`config.mk`:
```
export PLATFORM = sky130hd
export DESIGN_NAME = regunit_skew_flat
export DESIGN_NICKNAME = d
export VERILOG_FILES = /design/src/rtl/regunit_skew_if.sv /design/src/rtl/regunit_skew.sv /design/src/flat_wrapper.sv
export SDC_FILE = /design/constraint.sdc
export NUM_CORES = 1
export LEC_CHECK = 0
export CAP_MARGIN = 20
export CELL_PAD_IN_SITES_DETAIL_PLACEMENT = 0
export CELL_PAD_IN_SITES_GLOBAL_PLACEMENT = 2
export CORE_AREA = 2 2 127 129
export CTS_CLUSTER_DIAMETER = 60
export DETAILED_ROUTE_END_ITERATION = 10
export DIE_AREA = 0 0 129 131
export GPL_ROUTABILITY_DRIVEN = 0
export PLACE_DENSITY = 0.9
export SETUP_SLACK_MARGIN = 0.4
export SLEW_MARGIN = 20
export SYNTH_ARGS = -nofsm -noshare
export SYNTH_HDL_FRONTEND = slang
export SYNTH_SLANG_ARGS = --single-unit
```
`constraint.sdc`:
```
create_clock -name clk -period 2.4 [get_ports clk]
set_clock_uncertainty 0.15 [all_clocks]
set_input_delay 0.36 -clock clk [delete_from_list [all_inputs] [get_ports clk]]
set_output_delay 0.36 -clock clk [all_outputs]
set_load 0.005 [all_outputs]
```
`src/rtl/regunit_skew_if.sv`:
```
// Lane-packed data and control bundle for regunit_skew; lane k sits at [k*B +: B].
interface regunit_skew_if #(
  parameter int unsigned B = 8,
  parameter int unsigned L = 4
);
  logic [L*B-1:0] in0;
  logic [L*B-1:0] in1;
  logic           stop_in;
  logic           slc_in;
  logic           valid_in;
  logic [L*B-1:0] out;
  logic [L*B-1:0] regval;
  logic [L-1:0]   valid_out;
  logic [L-1:0]   stop_out;

  modport master (
    output in0, in1, stop_in, slc_in, valid_in,
    input  out, regval, valid_out, stop_out
  );

  modport slave (
    input  in0, in1, stop_in, slc_in, valid_in,
    output out, regval, valid_out, stop_out
  );
endinterface

```
`src/rtl/regunit_skew.sv`:
```
// Multi-lane stream/hold/side-load input register with a k-cycle skew on lane k,
// forwarding reset and stop to each PE row aligned with that row's data.
module regunit_skew #(
  parameter int unsigned B = 8,
  parameter int unsigned L = 4
) (
  input  logic         clk,
  input  logic         rst_in,
  output logic [L-1:0] rst_out,
  regunit_skew_if.slave bus
);

  logic [L-1:0] w_d_stop;
  logic [L-1:0] w_d_slc;
  logic [L-1:0] w_d_valid;
  logic [L-1:0] r_stop_out;
  logic [L-1:0] r_rst_out;

  assign w_d_stop[0]  = bus.stop_in;
  assign w_d_slc[0]   = bus.slc_in;
  assign w_d_valid[0] = bus.valid_in;

  // Shared control delay line; bit j carries the controls delayed j+1 cycles.
  if (L > 1) begin : g_ctl
    localparam int unsigned DW = L - 1;
    logic [DW-1:0] r_stop_dl;
    logic [DW-1:0] r_slc_dl;
    logic [DW-1:0] r_valid_dl;

    always_ff @(posedge clk) begin
      if (rst_in) begin
        r_stop_dl  <= '0;
        r_slc_dl   <= '0;
        r_valid_dl <= '0;
      end else begin
        r_stop_dl  <= DW'({r_stop_dl, bus.stop_in});
        r_slc_dl   <= DW'({r_slc_dl, bus.slc_in});
        r_valid_dl <= DW'({r_valid_dl, bus.valid_in});
      end
    end

    assign w_d_stop[L-1:1]  = r_stop_dl;
    assign w_d_slc[L-1:1]   = r_slc_dl;
    assign w_d_valid[L-1:1] = r_valid_dl;
  end

  for (genvar k = 0; k < L; k++) begin : g_lane
    logic [B-1:0] w_in0;
    logic [B-1:0] w_in1;
    logic [B-1:0] w_d_in0;
    logic [B-1:0] w_d_in1;
    logic [B-1:0] w_out;
    logic [B-1:0] r_regval;

    assign w_in0 = bus.in0[k*B +: B];
    assign w_in1 = bus.in1[k*B +: B];

    if (k == 0) begin : g_direct
      assign w_d_in0 = w_in0;
      assign w_d_in1 = w_in1;
    end else begin : g_dly
      localparam int unsigned DW = k * B;
      logic [k-1:0][B-1:0] r_in0_dl;
      logic [k-1:0][B-1:0] r_in1_dl;

      always_ff @(posedge clk) begin
        if (rst_in) begin
          r_in0_dl <= '0;
          r_in1_dl <= '0;
        end else begin
          r_in0_dl <= DW'({r_in0_dl, w_in0});
          r_in1_dl <= DW'({r_in1_dl, w_in1});
        end
      end

      assign w_d_in0 = r_in0_dl[k-1];
      assign w_d_in1 = r_in1_dl[k-1];
    end

    assign w_out = w_d_stop[k] ? (w_d_slc[k] ? w_d_in1 : r_regval) : w_d_in0;

    always_ff @(posedge clk) begin
      if (rst_in) begin
        r_regval <= '0;
      end else begin
        r_regval <= w_out;
      end
    end

    assign bus.out[k*B +: B]    = w_out;
    assign bus.regval[k*B +: B] = r_regval;
  end

  // Stop is cleared by reset; the reset chain itself only shifts.
  always_ff @(posedge clk) begin
    if (rst_in) begin
      r_stop_out <= '0;
    end else begin
      r_stop_out <= w_d_stop;
    end
    r_rst_out <= L'({r_rst_out, rst_in});
  end

  assign bus.stop_out  = r_stop_out;
  assign bus.valid_out = w_d_valid;
  assign rst_out       = r_rst_out;

endmodule

```
`src/flat_wrapper.sv`:
```
// flat-port wrapper written by rule: the top's interface ports become plain ports
module regunit_skew_flat 
#(
  parameter int unsigned B = 8,
  parameter int unsigned L = 4
)
  (clk, rst_in, rst_out, bus_in0, bus_in1, bus_stop_in, bus_slc_in, bus_valid_in, bus_out, bus_regval, bus_valid_out, bus_stop_out);
  regunit_skew_if #(.B(B), .L(L)) bus_i ();
  input  logic clk;
  input  logic rst_in;
  output logic [L-1:0] rst_out;
  input wire logic [$bits(bus_i.in0)-1:0] bus_in0;
  input wire logic [$bits(bus_i.in1)-1:0] bus_in1;
  input wire logic [$bits(bus_i.stop_in)-1:0] bus_stop_in;
  input wire logic [$bits(bus_i.slc_in)-1:0] bus_slc_in;
  input wire logic [$bits(bus_i.valid_in)-1:0] bus_valid_in;
  output wire logic [$bits(bus_i.out)-1:0] bus_out;
  output wire logic [$bits(bus_i.regval)-1:0] bus_regval;
  output wire logic [$bits(bus_i.valid_out)-1:0] bus_valid_out;
  output wire logic [$bits(bus_i.stop_out)-1:0] bus_stop_out;
  assign bus_i.in0 = bus_in0;
  assign bus_i.in1 = bus_in1;
  assign bus_i.stop_in = bus_stop_in;
  assign bus_i.slc_in = bus_slc_in;
  assign bus_i.valid_in = bus_valid_in;
  assign bus_out = bus_i.out;
  assign bus_regval = bus_i.regval;
  assign bus_valid_out = bus_i.valid_out;
  assign bus_stop_out = bus_i.stop_out;
  regunit_skew #(.B(B), .L(L)) u_core (.clk(clk), .rst_in(rst_in), .rst_out(rst_out), .bus(bus_i));
endmodule
```
Word-level counts from Yosys, hierarchy flattened
Cells that the tools add are included.
Widths: inputs -> output; s select.
{"block": "classes", "n_mux": 8}
{"operator": "$mux 8", "count": 8}
{"block": "totals", "register_bits": 145, "wordCells": 29, "output_inout_bits": 76}

Depth between registers and ports, before layout
{"block": "logic_depth", "ltp_word": 2, "depth_mapped": 4, "depth_no_buf": 2}

Least setup slack after synthesis
Ideal clock, no wire load.
{"block": "synth_path", "path_kind": "in2out", "from": "in bus_stop_in", "to": "out bus_out[2]", "stages": 4, "arrival_time_ps": 847, "t_required_ps": 1890, "path_slack_ps": 1043, "path_cell_list": "buf_4 -> buf_6 -> nor2_1 -> a21oi_1"}
{"block": "synth_via", "elab_chain_cells": 1}
{"item": "start: declaration", "line_no": "flat_wrapper.sv:14", "rtl": "input wire logic [$bits(bus_i.stop_in)-1:0] bus_stop_in;"}
{"item": "$mux 8", "line_no": "regunit_skew.sv:80", "rtl": "assign w_out = w_d_stop[k] ? (w_d_slc[k] ? w_d_in1 : r_regval) : w_d_in0;"}
{"item": "end: declaration", "line_no": "flat_wrapper.sv:17", "rtl": "output wire logic [$bits(bus_i.out)-1:0] bus_out;"}
No other way between the ends.

Worst setup path after layout
{"block": "layout_path", "from": "reg u_core.g_ctl.r_slc_dl[1]", "to": "out bus_out[22]"}
{"block": "layout_via", "elab_chain_cells": 2}
{"item": "start: declaration", "line_no": "regunit_skew.sv:27", "rtl": "logic [DW-1:0] r_slc_dl;"}
{"item": "start signal: assignment", "line_no": "regunit_skew.sv:37", "rtl": "r_slc_dl <= DW'({r_slc_dl, bus.slc_in});"}
{"item": "$mux 8 (2 in a row)", "line_no": "regunit_skew.sv:80"}
No other way between the ends.

==> impl_metrics.env <==
export IMPL_ys_seq_area_frac=0.600
export IMPL_diodes=0
export IMPL_die_h_um=131
export IMPL_critPathTopFamily="buffers and inverters"
export IMPL_met2_usage=0.222
export IMPL_tightest_slew_ns=0.505
export IMPL_gr_usage_met1=0.151
export IMPL_cts_sinks=142
export IMPL_drt_iter0_drc=81
export IMPL_met3_usage=0.0460
export IMPL_power_per_cell_area_mw_per_mm2=726
export IMPL_synth_compound_area_frac=0.118
export IMPL_worstSetupEndpointType="primary output"
export IMPL_crit_fanout=6
export IMPL_synthToLayoutAreaGrowth_pct=64.7
export IMPL_seqCellArea_mm2=0.00285
export IMPL_wl_um=11000
export IMPL_r2r_cells=6
export IMPL_synth_fa_ha_area_frac=0
export IMPL_wl_per_cell_um=13.2
export IMPL_slowest_delay_ns=0.32
export IMPL_period_share=0.826
export IMPL_rsz0062_at_grt="true"
export IMPL_via_count=3484
export IMPL_p_switching_uw=1300
export IMPL_required_ns=1.89
export IMPL_final_cell_mix="dfxtp_1 (137), clkdlybuf4s50_1 (108), nor2b_1 (106)"
export IMPL_syn_nets=477
export IMPL_status="finished, final reports clean"
export IMPL_fmax_mhz=505
export IMPL_p_comb_frac=0.120
export IMPL_p_leak_uw=0.00292
export IMPL_synth_xor_area_frac=0
export IMPL_netlist_area_mm2=0.00474
export IMPL_track_usage=0.132
export IMPL_pwr_share_seq=0.446
export IMPL_crit_path_cell_trace="buf_8 -> buf_4 -> mux2i_4 -> a21oi_2 -> clkbuf_2"
export IMPL_ant_nets=0
export IMPL_start_util=0.304
export IMPL_insertion_delay_ns=0.41
export IMPL_grt_pass1_vias=3479
export IMPL_root_buffer="clkbuf_16"
export IMPL_rows=46
export IMPL_hold_depth=0
export IMPL_synth_area_top_cells="dfxtp_1 (60%), nor2b_1 (14%), a211oi_2 (8.5%)"
export IMPL_setup_viol=0
export IMPL_grt_max_degree=101
export IMPL_die_w_um=129
export IMPL_synthCells=408
export IMPL_dr_pass1_iters=4
export IMPL_worst_path_max_delay_cell="dfxtp_2"
export IMPL_clock_power_share=0.434
export IMPL_viasPerCell=4.18
export IMPL_whs_ns=0.198
export IMPL_critical_path_buf_inv_count=3
export IMPL_syn_area_per_cell_um2=11.6
export IMPL_die_area_mm2=0.0169
export IMPL_min_path_type="flop to flop"
export IMPL_yosys_area_top_type_share=0.600
export IMPL_relSlewSlack=0.663
export IMPL_tns_ns=0
export IMPL_grt_overflow_total=0
export IMPL_synthSimpleGateAreaFrac=0.165
export IMPL_critPathLaunchType="flop"
export IMPL_switching_share=0.229
export IMPL_synth_top_family_by_area="simple AND/OR/NAND/NOR gates"
export IMPL_htreeDepth=4
export IMPL_cp_arrival_ns=1.47
export IMPL_finalPower_uw=5670
export IMPL_grt_busiest_layer="met2"
export IMPL_final_hold_viol_count=0
export IMPL_nets=674
export IMPL_vdd_drop_max_uv=450
export IMPL_ios=145
export IMPL_place_hpwl_um=6760
export IMPL_ctsLongestPathBuffers=2
export IMPL_drive_gt1_frac=0.346
export IMPL_cp_depth=5
export IMPL_slew_viol_final=0
export IMPL_cap_violations=0
export IMPL_core_area_mm2=0.0156
export IMPL_p_int_uw=4370
export IMPL_cts_tree="done"
export IMPL_period_minus_slack_ns=1.98
export IMPL_yosysWarnings=0
export IMPL_multi_input_area_mm2=0.00207
export IMPL_clkTransAtPathRegs_ns=0.06
export IMPL_drc=0
export IMPL_criticalPathCategory="flop to primary output"
export IMPL_antenna_found_initial=0
export IMPL_cts_buffers=17
export IMPL_synth_seq_cells=142
export IMPL_synth_mux_area_frac=0.0676
export IMPL_layout_commonest_cell="dfxtp_1"
export IMPL_ys_types=9
export IMPL_fill_cells=1414
export IMPL_grt_first_pass_wirelength_um=17100
export IMPL_io_buffer_count=144
export IMPL_synth_largest_area_cell="dfxtp_1"
## cells by family (layout without fill, tap and decap cells)
kind of cell    count (synthesis)  count (layout)
simple gates                  138             138
buf+inv                        32             242
flops                         142             142
compound gates                 64              64
mux                            32              32
## synthesized netlist by cell type
cell type,number
mux2i_1,32
a211oi_2,32
nor2_1,32
buf_6,8
buf_4,8
dfxtp_1,142
a21oi_1,32
buf_2,16
nor2b_1,106
## power groups by stage
stage / sequential [µW] / combinational (µW) / clock (µW)
2_1_floorplan: 2550 / 249 / 0
3_3_place_gp: 2560 / 560 / 0
3_5_place_dp: 2560 / 569 / 0
4_1_cts: 2520 / 655 / 2530
5_1_grt: 2540 / 730 / 2640
6_report: 2530 / 680 / 2460
## path summary, 6_finish.rpt
path / startpoint / end / slack (ns)
worst max-delay path: u_core.g_ctl.r_slc_dl[1]$_SDFF_PP0_ / bus_out[22] / 0.42
worst max register to register: u_core.g_ctl.r_slc_dl[1]$_SDFF_PP0_ / u_core.g_lane[2].r_regval[6]$_SDFF_PP0_ / 0.95
worst min register to register: u_core.rst_out[0]$_DFF_P_ / u_core.rst_out[1]$_DFF_P_ / 0.20
worst min-delay path: u_core.rst_out[0]$_DFF_P_ / u_core.rst_out[1]$_DFF_P_ / 0.20
## what timing repair did
item                                    4_1_cts  5_1_grt
resized for setup                           177       32
endpoints found under the setup margin       35       24
setup buffers                                33       12
gates cloned                                  3        0
pin swaps                                    11       12
hold buffers                                  0        0
## worst reg2reg max path, cell delays in order (launching register included)
cell and delay, ns:
dfxtp_2 0.32, buf_8 0.13, buf_4 0.15, mux2i_4 0.18, buf_4 0.13, buf_4 0.12, a211oi_2 0.19
## final cells by class
class	count	area share
clock inverters	13	0.0149
well taps	216	0.0346
clock buffers	19	0.0580
repair buffers	210	0.262
flip-flops and latches	142	0.366
multi-input cells	234	0.265
## stage by stage
stage | setup WS [ns] | util | area (µm²) | std cells
after global routing | 0.352 | 0.500 | 7800 | 834
after global placement | 0.117 | 0.410 | 6400 | 754
after CTS | 0.296 | 0.491 | 7650 | 822
after floorplan | 1.04 | - | 4740 | 408
after detailed placement | 0.0673 | 0.410 | 6400 | 754
final | 0.418 | 0.500 | 7800 | 834
## registers in the layout, indices dropped and copies added, names as in the netlist
register / flops
u_core.g_lane.r_regval: 32
u_core.g_lane.g_dly.r_in0_dl: 32
u_core.g_lane.g_dly.r_in1_dl: 32
u_core.g_lane.w_d_in0: 16
u_core.g_lane.w_d_in1: 16
u_core.rst_out: 4
u_core.g_ctl.r_slc_dl: 3
u_core.g_ctl.r_valid_dl: 3
u_core.bus.stop_out: 2
u_core.g_ctl.r_stop_dl: 2
## layer usage
layer | part of all wire | vias up
met5 | 0 | -
met1 | 0.43 | 1621
met4 | 0.021 | 0
met2 | 0.50 | 96
li1 | - | 1746
met3 | 0.051 | 21
Power figures use the tool's default switching activity.
==> RTL change 1 (config.mk and constraints unchanged) <==
Reset style: asynchronous (`rst_in`), changed in 3 clocked blocks.
--- a/src/rtl/regunit_skew.sv
+++ b/src/rtl/regunit_skew.sv
@@ -28,5 +28,5 @@
     logic [DW-1:0] r_valid_dl;
 
-    always_ff @(posedge clk) begin
+    always_ff @(posedge clk or posedge rst_in) begin
       if (rst_in) begin
         r_stop_dl  <= '0;
@@ -64,5 +64,5 @@
       logic [k-1:0][B-1:0] r_in1_dl;
 
-      always_ff @(posedge clk) begin
+      always_ff @(posedge clk or posedge rst_in) begin
         if (rst_in) begin
           r_in0_dl <= '0;
@@ -80,5 +80,5 @@
     assign w_out = w_d_stop[k] ? (w_d_slc[k] ? w_d_in1 : r_regval) : w_d_in0;
 
-    always_ff @(posedge clk) begin
+    always_ff @(posedge clk or posedge rst_in) begin
       if (rst_in) begin
         r_regval <= '0;
Formal check against the unedited RTL: differs if rst_in is asserted again (counterexample within 4 cycles, from zero or initial values and one cycle with rst_in high); with rst_in held inactive, the same outputs for 10 cycles.
==> RTL change 1 against the unedited design <==
Die area unchanged; sequential power up 5%; total power up 4.3%; wire length down 11%; combinational power down 15%; sequential cell count up 3; area after synthesis down 8.3%; final area down 11%; worst setup slack worse by 46 ps; synthesized cell count down 37%; count of clock-buffer cells in the layout down 2; largest power group is now the clock network.
==> RTL change 1: results (changes against the unedited design) <==
| Metric | Value |
|---|---|
| Status | finished clean |
| Synth area leaders | dfrtp_1, mux2i_1, a21oi_1, dfxtp_1, nor2_1 |
| Pwr per Cell Area | 855.4 nW/um^2 (+18%) |
| Ys async rst share | 94.48% (+94 points) |
| CP arrival | 1520 ps (+50 ps) |
| Pre-CTS setup slack | 59.49 ps (-7.775 ps) |
| Worst path max stage delay | 460 ps (+140 ps) |
| Total GRT Usage | 11.87% (-1.4 points) |
| Layout clock buffers | 17 (-2) |
| Slew margin rel. | 68.69% (+2.4 points) |
| Part of the Yosys area used for sequential elements | 82.58% (+23 points) |
| Vias in the first global route | 2,824 (-19%) |
| Total Wirelength | 9760 um (-11%) |
| Avg Cell Area, Syn | 16.78 um^2 (+45%) |
| Mapped Nets | 328 (-31%) |
| Largest net degree at the start of global routing | 86 (-15%) |
| Post-synthesis compound-gate area fraction | 3.686% (-8.1 points) |
| Reg-to-reg endpoint | u_core.g_lane[1].r_regval[1]$_DFF_PP0_ |
| Top cells by count, synth | dfrtp_1, a21oi_1, mux2i_1, nor2_1 |
| Total leakage power | 0.003056 uW (+4.5%) |
| Multiplexer area fraction after synthesis | 7.371% (+0.61 points) |
| Vias/cell | 3.905 (-6.5%) |
| Fill cells | 1,420 (+0.42%) |
| R2r worst-path depth | 5 (-1) |
| Sw Ratio | 22.23% (-0.67 points) |
| Inst Count DP | 610 (-19%) |
| First-pass GRT wire length | 14,570 um (-15%) |
| Layout cell share with drive strength beyond 1 | 25.98% (-8.6 points) |
| Top delay family on crit path | flip-flops |
| Setup crit start | u_core.g_ctl.r_slc_dl[2]$_DFF_PP0_ |
| Nets | 514 (-24%) |
| Fmax | 493.1 MHz (-2.3%) |
| Synth Flop Type | dfrtp_1 |
| RR Startpoint | u_core.g_ctl.r_stop_dl[0]$_DFF_PP0_ |
| Non-CTS inverters | 1 (+1) |
| Postcts setup bufs | 27 (-18%) |
| Worst setup path endpoint | bus_out[27] |
| R2R setup slack | 1110 ps (+160 ps) |
| Post_cts resized | 117 (-34%) |
| Clock-cell share | 8.829% (+1.5 points) |
| Buffer share of cell area | 24.82% (-1.3 points) |
| DRT iter0 DRCs | 120 (+48%) |
| Combinational power | 576 uW (-15%) |
| Register area | 3601 um^2 (+26%) |
| Fin cells | 674 (-19%) |
| Reg power frac | 45.0% (+0.4 points) |
| Area of the multi-input gates | 709.4 um^2 (-66%) |
| DP Area | 6013 um^2 (-6.1%) |
==> RTL change 1: cell count changes after synthesis, moves of 3 or more <==
cell      unedited run  this run
nor2b_1            106         4
dfxtp_1            142         8
dfrtp_1              0       137
buf_4                8         5
a211oi_2            32         0
buf_2               16         0
==> RTL change 1: cells by family (layout without fill, tap and decap cells) <==
logic type / Yosys count / after routing
AND/OR/NAND/NOR: 36 / 36
multiplexers: 32 / 32
AO/OA/AOI/OAI: 32 / 32
buffers and inverters: 14 / 213
flip-flops: 145 / 145
==> RTL change 1: worst min path at each step <==
stage                                                             from                                     to  slack (ps)  cells after the start
after floorplan           u_core.g_lane[2].g_dly.r_in0_dl[0]$_DFF_PP0_  u_core.g_lane[2].w_d_in0[0]$_DFF_PP0_         180                      0
after global placement    u_core.g_lane[3].g_dly.r_in1_dl[8]$_DFF_PP0_  u_core.g_lane[3].w_d_in1[0]$_DFF_PP0_         180                      0
after detailed placement  u_core.g_lane[3].g_dly.r_in0_dl[9]$_DFF_PP0_  u_core.g_lane[3].w_d_in0[1]$_DFF_PP0_         180                      0
after CTS                 u_core.g_lane[3].g_dly.r_in0_dl[8]$_DFF_PP0_  u_core.g_lane[3].w_d_in0[0]$_DFF_PP0_         200                      0
after global routing                                       bus_stop_in    u_core.g_ctl.r_stop_dl[0]$_DFF_PP0_         190                      2
final                     u_core.g_lane[3].g_dly.r_in0_dl[8]$_DFF_PP0_  u_core.g_lane[3].w_d_in0[0]$_DFF_PP0_         190                      0
==> RTL change 1: per-layer routing <==
metal / share of wire, % / GRT usage [%]
met5: 0 / 0
met3: 6.3 / 4.845
met4: 2.0 / 5.946
met2: 54 / 20.42
met1: 38 / 12.68
==> RTL change 2 (config.mk and constraints unchanged) <==
Without the edit above. `L` is set to 4 in 3 places; all go to 2.
--- a/src/rtl/regunit_skew_if.sv
+++ b/src/rtl/regunit_skew_if.sv
@@ -2,5 +2,5 @@
 interface regunit_skew_if #(
   parameter int unsigned B = 8,
-  parameter int unsigned L = 4
+  parameter int unsigned L = 2
 );
   logic [L*B-1:0] in0;
--- a/src/rtl/regunit_skew.sv
+++ b/src/rtl/regunit_skew.sv
@@ -3,5 +3,5 @@
 module regunit_skew #(
   parameter int unsigned B = 8,
-  parameter int unsigned L = 4
+  parameter int unsigned L = 2
 ) (
   input  logic         clk,
--- a/src/flat_wrapper.sv
+++ b/src/flat_wrapper.sv
@@ -3,5 +3,5 @@
 #(
   parameter int unsigned B = 8,
-  parameter int unsigned L = 4
+  parameter int unsigned L = 2
 )
   (clk, rst_in, rst_out, bus_in0, bus_in1, bus_stop_in, bus_slc_in, bus_valid_in, bus_out, bus_regval, bus_valid_out, bus_stop_out);
Ports: changed (7 resized); port bits go from 145 to 75. The function was not compared with the original's and may differ.
==> RTL change 2 against the unedited design <==
Wire length decreased by 53%; largest power group unchanged; worst setup slack better by 9.5 ps; highest routed layer unchanged; largest cell class is now non-clock buffers; final area decreased by 64%; sequential share of layout area shrank 9.5 points; sequential power decreased by 73%; critical path type unchanged; sequential cell count fell by 104; area after synthesis down 70%; via count fell by 62%; core utilization decreased by 32 points; total power down 70%.
==> RTL change 2: results (changes against the unedited design) <==
| Metric | Value |
|---|---|
| Fmax | 507.1 MHz (+0.48%) |
| Part of the Yosys area used for sequential elements | 54.09% (-5.9 points) |
| #FFs+latches synth | 38 (-73%) |
| Final HPWL from detailed placement | 3463 um (-49%) |
| Comb_multi_in | 84 (-64%) |
| Pre-CTS setup slack | 55.28 ps (-11.98 ps) |
| Layout cell share with drive strength beyond 1 | 20.89% (-14 points) |
| Setup crit start | u_core.g_ctl.r_slc_dl$_SDFF_PP0_ |
| Sequential share of cell area | 27.08% (-9.5 points) |
| Status | finished clean |
| Logic pwr share | 19.1% (+7.1 points) |
| DP Area | 2380 um^2 (-63%) |
| Number of CTS-inserted buffers | 5 (-12) |
| Reg power frac | 40.6% (-4.0 points) |
| Register area | 763.2 um^2 (-73%) |
| Inst Count DP | 417 (-45%) |
| Worst setup path endpoint | bus_out[12] |
| Synth area leaders | dfxtp_1, mux2i_1, nor2b_1, a211oi_1, a21oi_1 |
| Reg-to-reg endpoint | u_core.g_lane[1].r_regval[6]$_SDFF_PP0_ |
| Internal cell power | 1291 uW (-70%) |
| Met2 usage | 10.21% (-12 points) |
| Post-synthesis compound-gate area fraction | 14.23% (+2.4 points) |
| Signal buffers | 95 (-55%) |
| Clk_lat worst skew | 290 ps (-120 ps) |
| Psw | 418.9 uW (-68%) |
| Actual slew at the worst max-slew pin | 439.0 ps (-66.41 ps) |
| First-pass GRT wire length | 7769 um (-55%) |
| Multiplexer area fraction after synthesis | 11.39% (+4.6 points) |
| Biggest regs | u_core.g_lane.r_regval x16, u_core.g_lane.g_dly.r_in0_dl x8, u_core.g_lane.g_dly.r_in1_dl x8 |
| Avg Cell Area, Syn | 10.34 um^2 (-11%) |
| Htree depth | 2 (-2) |
| Mapped Nets | 173 (-64%) |
| Layout clock buffers | 6 (-13) |
| Top cells by count, synth | dfxtp_1, nor2b_1 |
| Via count | 1,314 (-62%) |
| DRT iter0 DRCs | 14 (-83%) |
| GRT met1 Usage | 7.878% (-7.2 points) |
| R2R setup slack | 980 ps (+30 ps) |
| Peak VDD IR | 0.0002147 V (-52%) |
| Met3 usage | 2.239% (-2.4 points) |
| Vias in the first global route | 1,301 (-63%) |
| Total leakage power | 0.001028 uW (-65%) |
| Mapped Area | 1406 um^2 (-70%) |
| Largest net degree at the start of global routing | 38 (-62%) |
==> RTL change 2: changes by cell type in the layout (fill, tap and decap cells not counted), moves of 16 or more <==
cell	delta
a21oi_2	-16
nor2_1	-16
dfxtp_1	-101
clkdlybuf4s50_1	-52
buf_2	-18
buf_4	-30
nor2b_1	-86
a211oi_2	-32
a211oi_1	+16
==> RTL change 2: repair_timing <==
item | in CTS | in global routing
setup buffers | 12 | 2
setup endpoints to repair | 16 | 8
cloned | 2 | 0
hold buffers | 0 | 0
pin swaps | 3 | 2
resized for setup | 37 | 19
==> RTL change 2: metal layers <==
metal / wire length [um] / vias up
met5: 0 / -
met4: 151 / 0
met3: 188 / 8
met2: 2535 / 41
met1: 2323 / 622
li1: - / 643
==> RTL change 2: kinds of logic (layout without fill, tap and decap cells) <==
group           Yosys count  in the layout
simple gates             36             36
compound gates           32             32
buf+inv                  14            103
flops                    38             38
mux                      16             16
